===== src/rtl/uart_16550_tx_if.sv =====
`default_nettype none
// ============================================================================
// Module      : uart_16550_tx_if
// Description : Register-side bus between the 16550 register block and the
//               transmit stage: THR writes, LCR/FCR controls and TX status.
// Revision    : 1.0 - initial release
// ============================================================================
interface uart_16550_tx_if #(
  parameter int FIFO_DEPTH = 16
);
  logic                          wr_en;
  logic [7:0]                    wr_data;
  logic [7:0]                    lcr;
  logic                          fifo_en;
  logic                          tx_fifo_clr;
  logic                          tx_ready;
  logic                          tx_empty;
  logic                          tx_overflow;
  logic [$clog2(FIFO_DEPTH):0]   fifo_count;

  // Register block side: drives THR writes and line/FIFO control.
  modport master (
    output wr_en, wr_data, lcr, fifo_en, tx_fifo_clr,
    input  tx_ready, tx_empty, tx_overflow, fifo_count
  );

  // Transmitter side: consumes controls and reports status.
  modport slave (
    input  wr_en, wr_data, lcr, fifo_en, tx_fifo_clr,
    output tx_ready, tx_empty, tx_overflow, fifo_count
  );
endinterface
`default_nettype wire


===== src/rtl/uart_16550_tx.sv =====
`default_nettype none
// ============================================================================
// Module      : uart_16550_tx
// Description : 16550 transmit stage. TX FIFO (or single holding register
//               when FIFOs are disabled) feeding a frame serialiser clocked
//               by the 16x baud tick. Optional macro UART_TX_BREAK_EN lets
//               LCR[6] force the line low after the output register.
// Revision    : 1.0 - initial release
// ============================================================================
module uart_16550_tx #(
  parameter int FIFO_DEPTH = 16
) (
  input  logic            clk,
  input  logic            rst_n,
  input  logic            baud_tick_i,
  uart_16550_tx_if.slave  bus_if,
  output logic            tx_o
);

  localparam int AW = $clog2(FIFO_DEPTH);
  localparam int CW = AW + 1;
  localparam logic [CW-1:0] C_DEPTH = CW'(FIFO_DEPTH);

  typedef enum logic [2:0] {
    S_IDLE   = 3'd0,
    S_START  = 3'd1,
    S_DATA   = 3'd2,
    S_PARITY = 3'd3,
    S_STOP   = 3'd4
  } state_t;

  // ---------------------------------------------------------------- FIFO
  logic [7:0]    mem_q [FIFO_DEPTH];
  logic [AW-1:0] wr_ptr_q, wr_ptr_d;
  logic [AW-1:0] rd_ptr_q, rd_ptr_d;
  logic [CW-1:0] count_q, count_d;
  logic          fifo_en_q;
  logic          ovf_q;

  // ----------------------------------------------------------- serialiser
  state_t        state_q;
  logic [4:0]    tick_cnt_q;
  logic [2:0]    bit_idx_q;
  logic [7:0]    shift_q;
  logic [5:0]    lcr_q;
  logic          par_q;
  logic          tx_q;

  logic          w_flush;
  logic          w_full;
  logic          w_pop;
  logic          w_wr_ok;
  logic          w_drop;
  logic          w_frame_end;
  logic [7:0]    w_head;
  logic [7:0]    w_mask;
  logic          w_par;
  logic [4:0]    w_stop_last;
  logic [2:0]    w_last_bit;

  // Toggling the FIFO enable empties the buffer just like an explicit clear.
  assign w_flush = bus_if.tx_fifo_clr | (bus_if.fifo_en != fifo_en_q);

  // Capacity is the full depth with FIFOs on, one entry in holding-register mode.
  assign w_full = bus_if.fifo_en ? (count_q == C_DEPTH) : (count_q != '0);

  // Frame-relative constants derived from the LCR latched at frame start.
  assign w_last_bit  = {1'b1, lcr_q[1:0]};
  assign w_stop_last = !lcr_q[2]           ? 5'd15 :
                       (lcr_q[1:0] == 2'b00) ? 5'd23 : 5'd31;
  assign w_frame_end = (state_q == S_STOP) && (tick_cnt_q == w_stop_last);

  // A pop happens on the tick that starts a frame: from IDLE, or chained off the last STOP tick.
  assign w_pop = baud_tick_i && (count_q != '0) &&
                 ((state_q == S_IDLE) || w_frame_end);

  // A write at capacity still lands if the same cycle frees a slot.
  assign w_wr_ok = bus_if.wr_en && !w_flush && (!w_full || w_pop);
  assign w_drop  = bus_if.wr_en && !w_flush && w_full && !w_pop;

  // Parity is computed from the head byte masked to the live word length,
  // which is the same LCR value latched for the frame.
  assign w_head = mem_q[rd_ptr_q];
  assign w_mask = 8'hFF >> (2'd3 - bus_if.lcr[1:0]);
  assign w_par  = bus_if.lcr[5] ? ~bus_if.lcr[4] :
                  bus_if.lcr[4] ? ^(w_head & w_mask) : ~^(w_head & w_mask);

  // Next-state for FIFO pointers and occupancy.
  always_comb begin
    wr_ptr_d = wr_ptr_q;
    rd_ptr_d = rd_ptr_q;
    count_d  = count_q;
    if (w_flush) begin
      wr_ptr_d = '0;
      rd_ptr_d = '0;
      count_d  = '0;
    end else begin
      if (w_wr_ok) wr_ptr_d = wr_ptr_q + AW'(1);
      if (w_pop)   rd_ptr_d = rd_ptr_q + AW'(1);
      case ({w_wr_ok, w_pop})
        2'b10:   count_d = count_q + CW'(1);
        2'b01:   count_d = count_q - CW'(1);
        default: count_d = count_q;
      endcase
    end
  end

  // FIFO bookkeeping registers and the overflow pulse.
  always_ff @(posedge clk) begin
    if (!rst_n) begin
      wr_ptr_q  <= '0;
      rd_ptr_q  <= '0;
      count_q   <= '0;
      ovf_q     <= 1'b0;
      fifo_en_q <= bus_if.fifo_en;
    end else begin
      wr_ptr_q  <= wr_ptr_d;
      rd_ptr_q  <= rd_ptr_d;
      count_q   <= count_d;
      ovf_q     <= w_drop;
      fifo_en_q <= bus_if.fifo_en;
    end
  end

  // FIFO storage; contents are don't-care until written.
  always_ff @(posedge clk) begin
    if (w_wr_ok) mem_q[wr_ptr_q] <= bus_if.wr_data;
  end

  // Frame serialiser: all state advances only on baud ticks, tx is registered.
  always_ff @(posedge clk) begin
    if (!rst_n) begin
      state_q    <= S_IDLE;
      tick_cnt_q <= 5'd0;
      bit_idx_q  <= 3'd0;
      shift_q    <= 8'h00;
      lcr_q      <= 6'h00;
      par_q      <= 1'b0;
      tx_q       <= 1'b1;
    end else if (baud_tick_i) begin
      case (state_q)
        S_IDLE: begin
          tx_q <= 1'b1;
          if (w_pop) begin
            state_q    <= S_START;
            tick_cnt_q <= 5'd0;
            bit_idx_q  <= 3'd0;
            shift_q    <= w_head;
            lcr_q      <= bus_if.lcr[5:0];
            par_q      <= w_par;
            tx_q       <= 1'b0;
          end
        end
        S_START: begin
          if (tick_cnt_q == 5'd15) begin
            state_q    <= S_DATA;
            tick_cnt_q <= 5'd0;
            bit_idx_q  <= 3'd0;
            tx_q       <= shift_q[0];
          end else begin
            tick_cnt_q <= tick_cnt_q + 5'd1;
          end
        end
        S_DATA: begin
          if (tick_cnt_q == 5'd15) begin
            tick_cnt_q <= 5'd0;
            if (bit_idx_q == w_last_bit) begin
              if (lcr_q[3]) begin
                state_q <= S_PARITY;
                tx_q    <= par_q;
              end else begin
                state_q <= S_STOP;
                tx_q    <= 1'b1;
              end
            end else begin
              bit_idx_q <= bit_idx_q + 3'd1;
              shift_q   <= shift_q >> 1;
              tx_q      <= shift_q[1];
            end
          end else begin
            tick_cnt_q <= tick_cnt_q + 5'd1;
          end
        end
        S_PARITY: begin
          if (tick_cnt_q == 5'd15) begin
            state_q    <= S_STOP;
            tick_cnt_q <= 5'd0;
            tx_q       <= 1'b1;
          end else begin
            tick_cnt_q <= tick_cnt_q + 5'd1;
          end
        end
        S_STOP: begin
          if (w_frame_end) begin
            tick_cnt_q <= 5'd0;
            bit_idx_q  <= 3'd0;
            if (w_pop) begin
              // Chain straight into the next start bit, no idle gap.
              state_q <= S_START;
              shift_q <= w_head;
              lcr_q   <= bus_if.lcr[5:0];
              par_q   <= w_par;
              tx_q    <= 1'b0;
            end else begin
              state_q <= S_IDLE;
              tx_q    <= 1'b1;
            end
          end else begin
            tick_cnt_q <= tick_cnt_q + 5'd1;
          end
        end
        default: begin
          state_q    <= S_IDLE;
          tick_cnt_q <= 5'd0;
          tx_q       <= 1'b1;
        end
      endcase
    end
  end

  assign bus_if.tx_ready    = (count_q == '0);
  assign bus_if.tx_empty    = (count_q == '0) && (state_q == S_IDLE);
  assign bus_if.tx_overflow = ovf_q;
  assign bus_if.fifo_count  = count_q;

`ifdef UART_TX_BREAK_EN
  // Break overrides the line after the output register; framing keeps running.
  assign tx_o = tx_q & ~bus_if.lcr[6];
`else
  assign tx_o = tx_q;
`endif

endmodule
`default_nettype wire


===== src/flat_wrapper.sv =====
// flat-port wrapper written by rule: the top's interface ports become plain ports
module uart_16550_tx_flat 
#(
  parameter int FIFO_DEPTH = 16
)
  (clk, rst_n, baud_tick_i, tx_o, bus_if_wr_en, bus_if_wr_data, bus_if_lcr, bus_if_fifo_en, bus_if_tx_fifo_clr, bus_if_tx_ready, bus_if_tx_empty, bus_if_tx_overflow, bus_if_fifo_count);
  uart_16550_tx_if #(.FIFO_DEPTH(FIFO_DEPTH)) bus_if_i ();
  input  logic clk;
  input  logic rst_n;
  input  logic baud_tick_i;
  output logic tx_o;
  input wire logic [$bits(bus_if_i.wr_en)-1:0] bus_if_wr_en;
  input wire logic [$bits(bus_if_i.wr_data)-1:0] bus_if_wr_data;
  input wire logic [$bits(bus_if_i.lcr)-1:0] bus_if_lcr;
  input wire logic [$bits(bus_if_i.fifo_en)-1:0] bus_if_fifo_en;
  input wire logic [$bits(bus_if_i.tx_fifo_clr)-1:0] bus_if_tx_fifo_clr;
  output wire logic [$bits(bus_if_i.tx_ready)-1:0] bus_if_tx_ready;
  output wire logic [$bits(bus_if_i.tx_empty)-1:0] bus_if_tx_empty;
  output wire logic [$bits(bus_if_i.tx_overflow)-1:0] bus_if_tx_overflow;
  output wire logic [$bits(bus_if_i.fifo_count)-1:0] bus_if_fifo_count;
  assign bus_if_i.wr_en = bus_if_wr_en;
  assign bus_if_i.wr_data = bus_if_wr_data;
  assign bus_if_i.lcr = bus_if_lcr;
  assign bus_if_i.fifo_en = bus_if_fifo_en;
  assign bus_if_i.tx_fifo_clr = bus_if_tx_fifo_clr;
  assign bus_if_tx_ready = bus_if_i.tx_ready;
  assign bus_if_tx_empty = bus_if_i.tx_empty;
  assign bus_if_tx_overflow = bus_if_i.tx_overflow;
  assign bus_if_fifo_count = bus_if_i.fifo_count;
  uart_16550_tx #(.FIFO_DEPTH(FIFO_DEPTH)) u_core (.clk(clk), .rst_n(rst_n), .baud_tick_i(baud_tick_i), .bus_if(bus_if_i), .tx_o(tx_o));
endmodule

===== config.mk =====
export PLATFORM = sky130hd
export DESIGN_NAME = uart_16550_tx_flat
export DESIGN_NICKNAME = d
export VERILOG_FILES = /design/src/rtl/uart_16550_tx_if.sv /design/src/rtl/uart_16550_tx.sv /design/src/flat_wrapper.sv
export SDC_FILE = /design/constraint.sdc
export NUM_CORES = 1
export LEC_CHECK = 0
export ABC_AREA = 1
export CORE_UTILIZATION = 28
export CTS_BUF_LIST = sky130_fd_sc_hd__clkbuf_8
export CTS_CLUSTER_SIZE = 8
export DETAILED_ROUTE_END_ITERATION = 10
export PLACE_DENSITY = 0.48
export SETUP_SLACK_MARGIN = 0.2
export SLEW_MARGIN = 20
export SYNTH_ARGS = -nofsm -noshare
export SYNTH_HDL_FRONTEND = slang
export SYNTH_SLANG_ARGS = --single-unit

===== constraint.sdc =====
create_clock -name clk -period 2.76 [get_ports clk]
set_input_delay 0.552 -clock clk [delete_from_list [all_inputs] [get_ports clk]]
set_output_delay 0.552 -clock clk [all_outputs]
set_load 0.03 [all_outputs]

-- Word-level counts from Yosys, hierarchy flattened
Memory sizes are Yosys's and may differ from the RTL's. A register that Yosys moved wholly into a read port is not among the register bits.
Index checks and enable logic that the tools add are counted.
- add/sub/neg operators: 7
- multipliers: 0
- divide/modulo/power cells: 0
- $lt $le $gt $ge: 0
- equality and inequality tests: 18
- shift operators: 1
- multiplexer cells: 48
- bitwise operators: 4
- reduce and logical (&&, ||, !) cells: 31
- operator list (operator ; number):
    two-way mux 3 bit ; 12
    two-way mux 8 bit ; 4
    case mux 8 bit (3 select lines) ; 1
    two-way mux 5 bit ; 4
    two-way mux 1 bit ; 15
    case mux 3 bit (5 select lines) ; 1
    case mux 5 bit (3 select lines) ; 1
    AND reduction 7 bit ; 2
    two-way mux 4 bit ; 3
    two-way mux 6 bit ; 2
    != test 2 x 1 -> 1 bit (second input constant) ; 6
    case mux 3 bit (4 select lines) ; 1
    case mux 6 bit (2 select lines) ; 1
    adder 5 x 1 -> 5 bit (second input constant) ; 2
    case mux 5 bit (2 select lines) ; 1
    AND reduction 5 bit ; 2
    adder 4 x 1 -> 4 bit (second input constant) ; 2
    AND 8 bit ; 1
    logical AND 1 bit ; 8
    XNOR reduction 8 bit ; 1
    parity 8 bit ; 1
    right shift 8 x 2 -> 8 bit (first input constant) ; 1
    == test 3 x 2 -> 1 bit (second input constant) ; 2
    == test 5 x 4 -> 1 bit (second input constant) ; 1
    29 further kinds ; 34
- bits in registers: 42
- bits in latches: 0
- RAM bits: 128
- ROM bits: 0
- input bits: 22
- output and inout port bits: 9
- logic and storage cells: 122
- memories kept: 1
- memory list (name ; words ; bits a word ; rd ports ; clocked after Yosys merged registers in ; write ports ; RTL line ; source):
    u_core.mem_q ; 16 ; 8 ; 1 ; 1 ; 1 ; uart_16550_tx.sv:33 ; logic [7:0] mem_q [FIFO_DEPTH];

-- Logic depth before layout (Yosys ltp)
Gate-level depths: netlist of the first run.
- depth after elaboration: 11
- mapped depth: 19
- mapped depth without buffers: 17

-- Worst setup path after synthesis of the first run
OpenSTA, ideal clock, no wires.
- path type: reg-to-reg
- start point: register u_core.count_q[0], in the netlist u_core.bus_if.fifo_count[0]
- end point: register u_core.count_q[4], in the netlist u_core.bus_if.fifo_count[4]
- setup time: 0.136 ns
- data arrival time: 2.505 ns
- required time: 2.624 ns
- path slack: 0.119 ns
- stages on the path, launching flop included: 17
- buffers on the path: 0
- period minus slack after synthesis: 2.641 ns
- cell sequence: dfxtp_1 -> inv_1 -> nand3_1 -> nor2_1 -> inv_1 -> nand2_1 -> inv_1 -> nand3_2 -> nor2_1 -> inv_1 -> fa_1 -> nor2_1 -> a211oi_1 -> nand2_1 -> o21ai_1 -> o21ai_1 -> a21oi_1
- longest elaborated chain between the ends: 7
- elaborated cells on any way between the ends: 14
- classes of those cells: add/sub (2); eq/ne (3); mux (2); reduce/logical (7)
- RTL lines (what ; RTL line ; source):
    start: declaration ; uart_16550_tx.sv:36 ; logic [CW-1:0] count_q, count_d;
    start signal: assignment ; uart_16550_tx.sv:119 ; count_q <= count_d;
    == test 5 bit or nonzero test 5 bit (tied branches) ; uart_16550_tx.sv:65, uart_16550_tx.sv:74 ;
    two-way mux 1 bit or logical AND 1 bit (tied branches) ; uart_16550_tx.sv:65, uart_16550_tx.sv:74 ;
    logical NOT 1 bit or logical AND 1 bit (tied branches) ; uart_16550_tx.sv:78, uart_16550_tx.sv:74 ;
    logical OR 1 bit ; uart_16550_tx.sv:78 ; assign w_wr_ok = bus_if.wr_en && !w_flush && (!w_full || w_pop);
    logical AND 1 bit ; uart_16550_tx.sv:78 ;
    == test 2 x 1 -> 1 bit or == test 2 bit (tied branches) ; uart_16550_tx.sv:100 ; case ({w_wr_ok, w_pop})
    case mux 5 bit (2 select lines) or nonzero test 2 bit (tied branches) ; n/a ;
Several ways; a longest one is shown, not always the timed one.
A chain may end at the register's enable or synchronous reset.

-- Final worst setup path of the first run
- start point: register u_core.tick_cnt_q[1]
- end point: register u_core.count_q[4], in the netlist u_core.bus_if.fifo_count[4]
- longest elaborated chain between the ends: 8
- elaborated cells on any way between the ends: 10
- classes of those cells: eq/ne (3); mux (1); reduce/logical (6)
- RTL lines (what ; RTL line ; source):
    start: declaration ; uart_16550_tx.sv:42 ; logic [4:0] tick_cnt_q;
    start signal: assignment ; uart_16550_tx.sv:161 ; tick_cnt_q <= tick_cnt_q + 5'd1;
    start signal: assignment ; uart_16550_tx.sv:181 ; tick_cnt_q <= tick_cnt_q + 5'd1;
    start signal: assignment ; uart_16550_tx.sv:190 ; tick_cnt_q <= tick_cnt_q + 5'd1;
    == test 5 bit (*) ; uart_16550_tx.sv:71 ; assign w_frame_end = (state_q == S_STOP) && (tick_cnt_q == w_stop_last);
    logical AND 1 bit (*) ; uart_16550_tx.sv:71 ;
    logical OR 1 bit (*) ; uart_16550_tx.sv:75 ; ((state_q == S_IDLE) || w_frame_end);
    logical AND 1 bit (*) ; uart_16550_tx.sv:74 ; assign w_pop = baud_tick_i && (count_q != '0) &&
    logical OR 1 bit ; uart_16550_tx.sv:78 ;
    logical AND 1 bit ; uart_16550_tx.sv:78 ;
    == test 2 x 1 -> 1 bit or == test 2 bit (tied branches) ; uart_16550_tx.sv:100 ;
    case mux 5 bit (2 select lines) or nonzero test 2 bit (tied branches) ; n/a ;
Mark *: on every way between the ends. The rest lies on a longest branch, timed or not.

==> results of run 1 <==
## worst reg2reg max path: stages (launching register included)
cell	delay, ns
dfxtp_4	0.37
ha_4	0.14
nand2_4	0.05
inv_2	0.06
o21ai_1	0.05
a21oi_1	0.12
nand3_1	0.16
nand2_1	0.12
nand3_2	0.10
nor2_2	0.14
buf_6	0.15
ha_4	0.21
nand2_2	0.07
nor2_2	0.04
a211oi_2	0.24
nand2_1	0.10
o21ai_2	0.08
o21ai_1	0.08
a21oi_1	0.12
## flip-flops by register name, indices dropped and copies added, names as in the netlist, named ones only
| name | cells |
|---|---|
| u_core.tx_o | 1 |
| u_core.bus_if.tx_overflow | 1 |
| u_core.shift_q | 8 |
| u_core.rd_ptr_q | 4 |
| u_core.mem_q | 128 |
| u_core.lcr_q | 4 |
| u_core.wr_ptr_q | 4 |
| u_core.par_q | 1 |
| u_core.fifo_en_q | 1 |
| u_core.bit_idx_q | 3 |
| u_core.tick_cnt_q | 5 |
| u_core.state_q | 3 |
| u_core.bus_if.fifo_count | 5 |
## Yosys cell counts (all sizes together)
| library cell | instances | area share [%] |
|---|---|---|
| nand2 | 262 | 13 |
| a211oi | 4 | 0.39 |
| fa | 1 | 0.26 |
| o211a | 1 | 0.13 |
| xor2 | 2 | 0.23 |
| nand3 | 79 | 5.2 |
| nor2 | 71 | 3.4 |
| edfxtp | 128 | 49 |
| clkinv | 1 | 0.048 |
| nor4 | 2 | 0.16 |
| clkbuf | 5 | 0.26 |
| a221oi | 1 | 0.11 |
| nand4 | 5 | 0.40 |
| o211ai | 5 | 0.55 |
| nor3b | 1 | 0.097 |
| o31ai | 1 | 0.097 |
| ha | 12 | 1.9 |
| xnor2 | 2 | 0.23 |
| o21ai | 48 | 3.1 |
| a31oi | 6 | 0.48 |
| inv | 88 | 4.3 |
| buf | 24 | 2.2 |
| a21oi | 31 | 2.1 |
| or2 | 4 | 0.32 |
| dfxtp | 44 | 11 |
| nor3 | 6 | 0.39 |
## per-layer routing
metal	wire, um	up-vias
li1	-	2887
met1	8957	2696
met2	9117	93
met3	598	13
met4	212	0
met5	0	-
## how the worst min path moves through the flow
stage / startpoint / to / slack [ns]
floorplan: u_core.rd_ptr_q[3] / register / 0.44
global placement: u_core.rd_ptr_q[3] / u_core.rd_ptr_q[3] / 0.45
detailed placement: u_core.rd_ptr_q[3] / u_core.rd_ptr_q[3] / 0.46
CTS: u_core.shift_q[3] / u_core.shift_q[2] / 0.47
global route: u_core.shift_q[3] / u_core.shift_q[2] / 0.49
finish: u_core.shift_q[3] / u_core.shift_q[2] / 0.46
## logic make-up (layout without fill, tap and decap cells)
logic type,count (synthesis),after routing
AO/OA/AOI/OAI,97,97
XOR/XNOR,4,4
adder cells (fa/ha/maj),13,13
buffers and inverters,118,191
flip-flops,172,172
AND/OR/NAND/NOR,430,430
## stage by stage
stage               total power, mW  setup slack (ns)  area (um2)
floorplan                     3.312            0.2586        7772
global placement              3.541          0.008054        8655
detailed placement            3.542         -0.006008        8655
CTS                           5.192            0.2180        9010
global route                  5.393           0.06224        9149
finish                        5.146            0.2862        9149
## timing repair
item                                    in CTS  in global routing
hold buffers                                 0                  0
gates resized for setup                      3                 28
setup buffers                                0                  3
hold endpoints to repair                     0                  0
endpoints found under the setup margin       1                136
pin swaps                                    0                 12
## area by class of cell
cell class                 instances  area (um2)
clock buffer                      17       234.0
timing repair buffer              71       636.9
fill                            2781       17950
inverter                          89       341.6
multi-input combinational        544        2615
clock inverter                    14       120.1
sequential                       172        4736
tap                              372       465.4
## power groups by stage
stage          registers [mW]  logic [mW]  clock network (mW)
6_report                 2.87       0.630                1.65
5_1_grt                  2.88       0.717                1.80
4_1_cts                  2.86       0.620                1.71
3_5_place_dp             2.92       0.621                   0
3_3_place_gp             2.92       0.620                   0
2_1_floorplan            2.93       0.385                   0
==> key figures, run 1 <==
Yosys
  – Yosys warnings: 0
  – Post-Syn Nets: roughly 870
  – Netlist cell types: 37
  – Post-Synth Adder-Cell Area: under 10%
  – Simple-Gate Fraction of Synth Area: 22.78%
  – Syn avg cell area: 9.313 um2
  – Syn Inst Count: about 830
  – Largest family of logic cells by synthesized area: simple AND/OR/NAND/NOR gates
  – Synth Area in XOR/XNOR: less than 1%
  – Area fraction in compound gates after synthesis: ~6.9%
  – Cell area after synthesis: slightly below 8000 um2
  – Seq/Total Area, Yosys: 60.82%
  – Synth Register Bits: about 170
  – Post-synthesis mux area share: 0%

Finish
  – Share of cells above drive strength 1: between 10% and 20%
  – Nets: 930
  – Most common cell after layout, fill and taps aside: nand2_1
  – Post-Layout Cell Count: around 1300
  – P&R area growth vs syn: 17.78%
  – Most frequent cells in the layout: nand2_1, edfxtp_1, inv_1
  – Layout Utilization: 33.76%
  – Antenna cells: 0

Run
  – Max-Cap Viols: 0

Pwr
  – VDD IR max: around 0.00030 V
  – Seq pwr share: between 50% and 60%
  – Pwr dens: between 500 and 600 nW/um2
  – Combinational Power Share: between 10% and 20%
  – Switching share of power: a little over a quarter
  – Int Power: approximately 3.8 mW
  – Static Leak: about 3.6 nW
  – Clock power share: between 30% and 40%
  – Net Sw Power: approximately 1.4 mW

Timing
  – Relative max-transition margin: 51.73%
  – Period Utilization, post-route: between 80 and 90%
  – Endpoints failing setup: 0
  – Setup TNS: 0 ns
  – Max Freq: about 0.4 GHz
  – Slew Limit Fails: 0
  – RSZ-0062 raised after global routing: yes
  – Worst-margin pin slew: about 0.72 ns
  – Min Clock Period, post-route: about 2.5 ns
  – Final Hold Fails: 0
  – Worst Clk Skew: just under 0.02 ns
  – Hold slack: ~0.46 ns

Die
  – Die width: about 170 um
  – Core region area: around 27000 um2
  – I/O pin count: 31
  – Die Footprint: between 20000 and 30000 um2
  – Initial core utilization: ~29%
  – Die Span Y: 168.6 um
  – Num rows: 60

Clock network
  – CTS tree: yes
  – Clock Pin Slew Worst Setup and Hold Paths: 0.10 ns
  – CTS Buffer Depth: 2
  – Num CTS Buffers: 17
  – Clk_lat worst skew: between 0.4 and 0.5 ns
  – Clk sinks: about 170
  – H-tree Lvls: 4
  – Clock root cell: clkbuf_8

Critical path
  – CP Depth: 18
  – Arrival @ worst endpoint: roughly 2.9 ns
  – Crit path max-delay family: simple AND/OR/NAND/NOR gates
  – Worst Setup SP: u_core.tick_cnt_q[1]
  – R2r setup slk: approximately 0.29 ns
  – Buf+Inv Stages, Crit Path: 2
  – Worst Path Required: about 3.1 ns
  – Slowest cell on crit path: dfxtp_4
  – Critical path startpoint category: register
  – Crit path max fanout: 5
  – Crit Path Class: reg2reg
  – CP Capture Point: u_core.bus_if.fifo_count[4]
  – Worst reg2reg endpoint: u_core.bus_if.fifo_count[4]
  – Crit path cell chain: ha_4 > nand2_4 > inv_2 > o21ai_1 > a21oi_1 > nand3_1 > nand2_1 > nand3_2 > nor2_2 > buf_6 > ha_4 > nand2_2 > nor2_2 > a211oi_2 > nand2_1 > o21ai_2 > o21ai_1 > a21oi_1
  – Worst r2r path cells: 18
  – CP max stage delay: between 0.3 and 0.4 ns
  – Critical path endpoint category: register
  – RR Startpoint: u_core.tick_cnt_q[1]

Status
  – Status: finished clean

Placement
  – Port bufs: 28
  – RePlAce Congestion: ~0.76
  – Detail Placement HPWL: around 12 mm
  – Inst Count DP: between 1000 and 1500

Hold path
  – Hold Crit Class: reg2reg
  – Hold Crit Depth: 2

Route
  – First-pass DRT Iterations: 5
  – DRT Wirelength: about 19 mm
  – DRC viols: 0
  – Vias per cell: around 4.4
  – Post-route ant nets: 0
  – Iteration-0 DRC Markers: between 300 and 400
  – Via Count: approximately 5700
  – Routed len/inst: between 10 and 15 um

Global route
  – First-pass GRT wire length: between 20 and 30 mm
  – GR peak layer: met2
  – Met2 Use GR: 22.86%
  – Grt total ovfl: 0
  – Largest net degree at the start of global routing: 68
  – Vias in the first global route: ~5300
  – Met3 Use GR: 2.455%
  – Met1 Usage GRT: roughly a fifth
  – Initial antenna violation count: 0
  – Gr usage total: ~14%
Note: power is estimated with default switching activity, not from simulation.
==> run 2: changes to the inputs <==
--- a/config.mk
+++ b/config.mk
@@ -8,6 +8,7 @@
 export ABC_AREA = 1
 export CORE_UTILIZATION = 28
 export CTS_BUF_LIST = sky130_fd_sc_hd__clkbuf_8
+export CTS_CLUSTER_DIAMETER = 120
 export CTS_CLUSTER_SIZE = 8
 export DETAILED_ROUTE_END_ITERATION = 10
 export PLACE_DENSITY = 0.48
==> results of run 2 <==
No change in the layout: final DEF, timing and power equal those of run 1.
==> run 3: changes to the inputs <==
--- a/config.mk
+++ b/config.mk
@@ -12,7 +12,6 @@
 export CTS_CLUSTER_SIZE = 8
 export DETAILED_ROUTE_END_ITERATION = 10
 export PLACE_DENSITY = 0.48
-export SETUP_SLACK_MARGIN = 0.2
 export SLEW_MARGIN = 20
 export SYNTH_ARGS = -nofsm -noshare
 export SYNTH_HDL_FRONTEND = slang
==> run 3 against run 2 <==
  * First-iteration DRC count down 16%
  * Routed wire length is 3.8% lower
  * Worst setup slack got worse by 0.064 ns
  * Global-route usage is 0.31 points lower
  * Register-to-register slack got worse by 0.06 ns
  * Count of clock-buffer cells in the layout is the same
  * Final cell count fell by 0.55%
  * Maximum frequency decreased by 2.5%
  * Combinational power shrank 4.6%
  * Largest cell class unchanged
==> key figures, run 3 (synthesized netlist as in run 1, its figures left out) <==
Timing
  – Min Clock Period, post-route: 2.538 ns (was 2.474 ns)
  – Setup TNS: 0 ns (unchanged)
  – Hold slack: 0.4628 ns (was 0.4578 ns)
  – Max Freq: 0.3940 GHz (was 0.4042 GHz)
  – Slew Limit Fails: 0 (unchanged)
  – Period Utilization, post-route: 91.96% (was 89.63%)
  – Relative max-transition margin: 49.39% (was 51.73%)
  – Worst-margin pin slew: 0.7567 ns (was 0.7218 ns)
  – Endpoints failing setup: 0 (unchanged)
  – Final Hold Fails: 0 (unchanged)
  – RSZ-0062 raised after global routing: no (was yes)
  – Worst Clk Skew: 0.02476 ns (was 0.01944 ns)

Route
  – DRT Wirelength: 18.17 mm (was 18.89 mm)
  – Iteration-0 DRC Markers: 334 (was 399)
  – Post-route ant nets: 0 (unchanged)
  – Metal2 WL: 8.918 mm (was 9.117 mm)
  – Routed len/inst: 14.28 um (was 14.77 um)
  – DRC viols: 0 (unchanged)
  – Vias per cell: 4.354 (was 4.448)
  – First-pass DRT Iterations: 5 (unchanged)
  – Uppermost routed layer: met4 (unchanged)
  – Post-Route M1 WL: 8.518 mm (was 8.957 mm)
  – Met3 WL: 437 um (was 598 um)
  – Via Count: 5538 (was 5689)

Global route
  – Grt total ovfl: 0 (unchanged)
  – Largest net degree at the start of global routing: 68 (unchanged)
  – Initial antenna violation count: 0 (unchanged)
  – Gr usage total: 13.62% (was 13.93%)
  – Vias in the first global route: 5355 (was 5303)
  – First-pass GRT wire length: 29.17 mm (was 29.73 mm)

Die
  – Num rows: 60 (unchanged)
  – Die Footprint: 28410 um2 (unchanged)
  – Die Span Y: 168.6 um (unchanged)
  – Initial core utilization: 28.66% (unchanged)
  – I/O pin count: 31 (unchanged)
  – Die width: 168.6 um (unchanged)
  – Core region area: 27100 um2 (unchanged)

Clock network
  – Num CTS Buffers: 17 (unchanged)
  – Clock root cell: clkbuf_8 (unchanged)
  – H-tree Lvls: 4 (unchanged)
  – # hold bufs at CTS: 0 (unchanged)
  – Clk_lat worst skew: 0.48 ns (was 0.46 ns)
  – Clock Pin Slew Worst Setup and Hold Paths: 0.09 ns (was 0.10 ns)
  – Clk sinks: 172 (unchanged)
  – CTS Buffer Depth: 2 (unchanged)
  – CTS tree: yes (unchanged)

Finish
  – Share of cells above drive strength 1: 10.00% (was 12.57%)
  – P&R area growth vs syn: 16.46% (was 17.78%)
  – Post-Layout Cell Count: 1272 (was 1279)
  – Max FFs per register: 128 (unchanged)
  – Largest regs: u_core.mem_q x128, u_core.shift_q x8 (unchanged)
  – Most frequent cells in the layout: nand2_1, edfxtp_1, inv_1 (unchanged)
  – Most flops, register: u_core.mem_q (unchanged)
  – FILL cells: 2787 (was 2781)
  – Nets: 922 (was 930)
  – Antenna cells: 0 (unchanged)
  – Most common cell after layout, fill and taps aside: nand2_1 (unchanged)
  – Final instance area: 9046 um2 (was 9149 um2)

Critical path
  – Crit Path Class: reg2out (was reg2reg)
  – Critical path endpoint category: output port (was register)
  – Critical path startpoint category: register (unchanged)
  – Worst Path Required: 2.21 ns (was 3.14 ns)
  – CP max stage delay: 0.41 ns (was 0.37 ns)
  – Crit path max fanout: 5 (unchanged)
  – Crit-path most repeated cell: nor2_1
  – Crit path max-delay family: buffers and inverters (was simple AND/OR/NAND/NOR gates)
  – Buf+Inv Stages, Crit Path: 3 (was 2)
  – Crit path cell chain: nor2_1 > inv_1 > nor2_1 > inv_1 > nor2_1 > dlygate4sd2_1 (was ha_4 > nand2_4 > inv_2 > o21ai_1 > a21oi_1 > nand3_1 > nand2_1 > nand3_2 > nor2_2 > buf_6 > ha_4 > nand2_2 > nor2_2 > a211oi_2 > nand2_1 > o21ai_2 > o21ai_1 > a21oi_1)
  – Slowest cell on crit path: dlygate4sd2_1 (was dfxtp_4)
  – Arrival @ worst endpoint: 1.99 ns (was 2.86 ns)

Status
  – Status: finished clean (unchanged)

Placement
  – Inst Count DP: 1240 (was 1245)
  – Placement Cell Area: 8612 um2 (was 8655 um2)
  – Detail Placement HPWL: 11.80 mm (was 12.28 mm)
  – Port bufs: 28 (unchanged)
  – RePlAce Congestion: 0.7677 (was 0.7629)

Pwr
  – Pwr dens: 592.9 nW/um2 (was 562.4 nW/um2)
  – VDD IR max: 0.0002549 V (was 0.0002986 V)
  – Static Leak: 3.555 nW (was 3.588 nW)

Run
  – Max-Cap Viols: 0 (unchanged)

Hold path
  – Hold Crit Class: reg2reg (unchanged)
## run 3: final timing paths
| path | endpoint | start | slack [ns] | cells past startpoint |
|---|---|---|---|---|
| setup / recovery | bus_if_tx_empty | u_core.state_q[1] | 0.22 | 6 |
| setup reg to reg | u_core.mem_q[9][5] | u_core.tick_cnt_q[1] | 0.23 | 15 |
| hold reg to reg | register | u_core.rd_ptr_q[3] | 0.46 | 2 |
| hold / removal | register | u_core.rd_ptr_q[3] | 0.46 | 2 |
## run 3: report_power, final
group	switching [mW]	leakage (nW)	internal, mW
sequential	0.0382	1.51	2.82
combinational	0.398	1.83	0.203
clock	1.04	0.219	0.857
total	1.48	3.56	3.88
## run 3: cell type report
class	count	area [um2]	share of cell area, %
Multi-Input combinational cell	544	2521	27.87
Clock inverter	15	192.7	2.130
Inverter	89	339.1	3.748
Timing Repair Buffer	63	566.8	6.266
Tap cell	372	465.4	5.145
Sequential cell	172	4727	52.25
Clock buffer	17	234.0	2.586
## run 3: layer usage
layer / track usage [%] / up-vias
li1: - / 2868
met1: 17.39 / 2579
met2: 23.16 / 70
met3: 2.502 / 21
met4: 4.585 / 0
met5: 0 / -
## run 3: worst register-to-register path, delay by kind of cell (launching register included)
| kind | cells | cell delay [ns] |
|---|---|---|
| DFF | 1 | 0.37 |
| AOI/OAI and AO/OA | 2 | 0.18 |
| buffers and inverters | 4 | 0.54 |
| adders and majority gates | 1 | 0.17 |
| and+or+nand+nor | 8 | 0.96 |
## run 3: what timing repair did
action                     in CTS  in global routing
setup endpoints to repair       1                 21
pin swaps                       0                  1
gates resized for setup         1                  3
cloned                          0                  0
buffers inserted                0                  0
## run 3: metrics by stage
| stage | total power, mW | utilization [%] | worst slack, ns |
|---|---|---|---|
| 5_1_grt | 5.611 | 33.38 | 0.002664 |
| 4_1_cts | 5.424 | 33.35 | 0.1856 |
| 3_5_place_dp | 3.533 | 31.78 | 0.02530 |
| 2_1_floorplan | 3.311 | - | 0.1190 |
| 3_3_place_gp | 3.535 | 31.78 | -0.008239 |
| 6_report | 5.364 | 33.38 | 0.2218 |
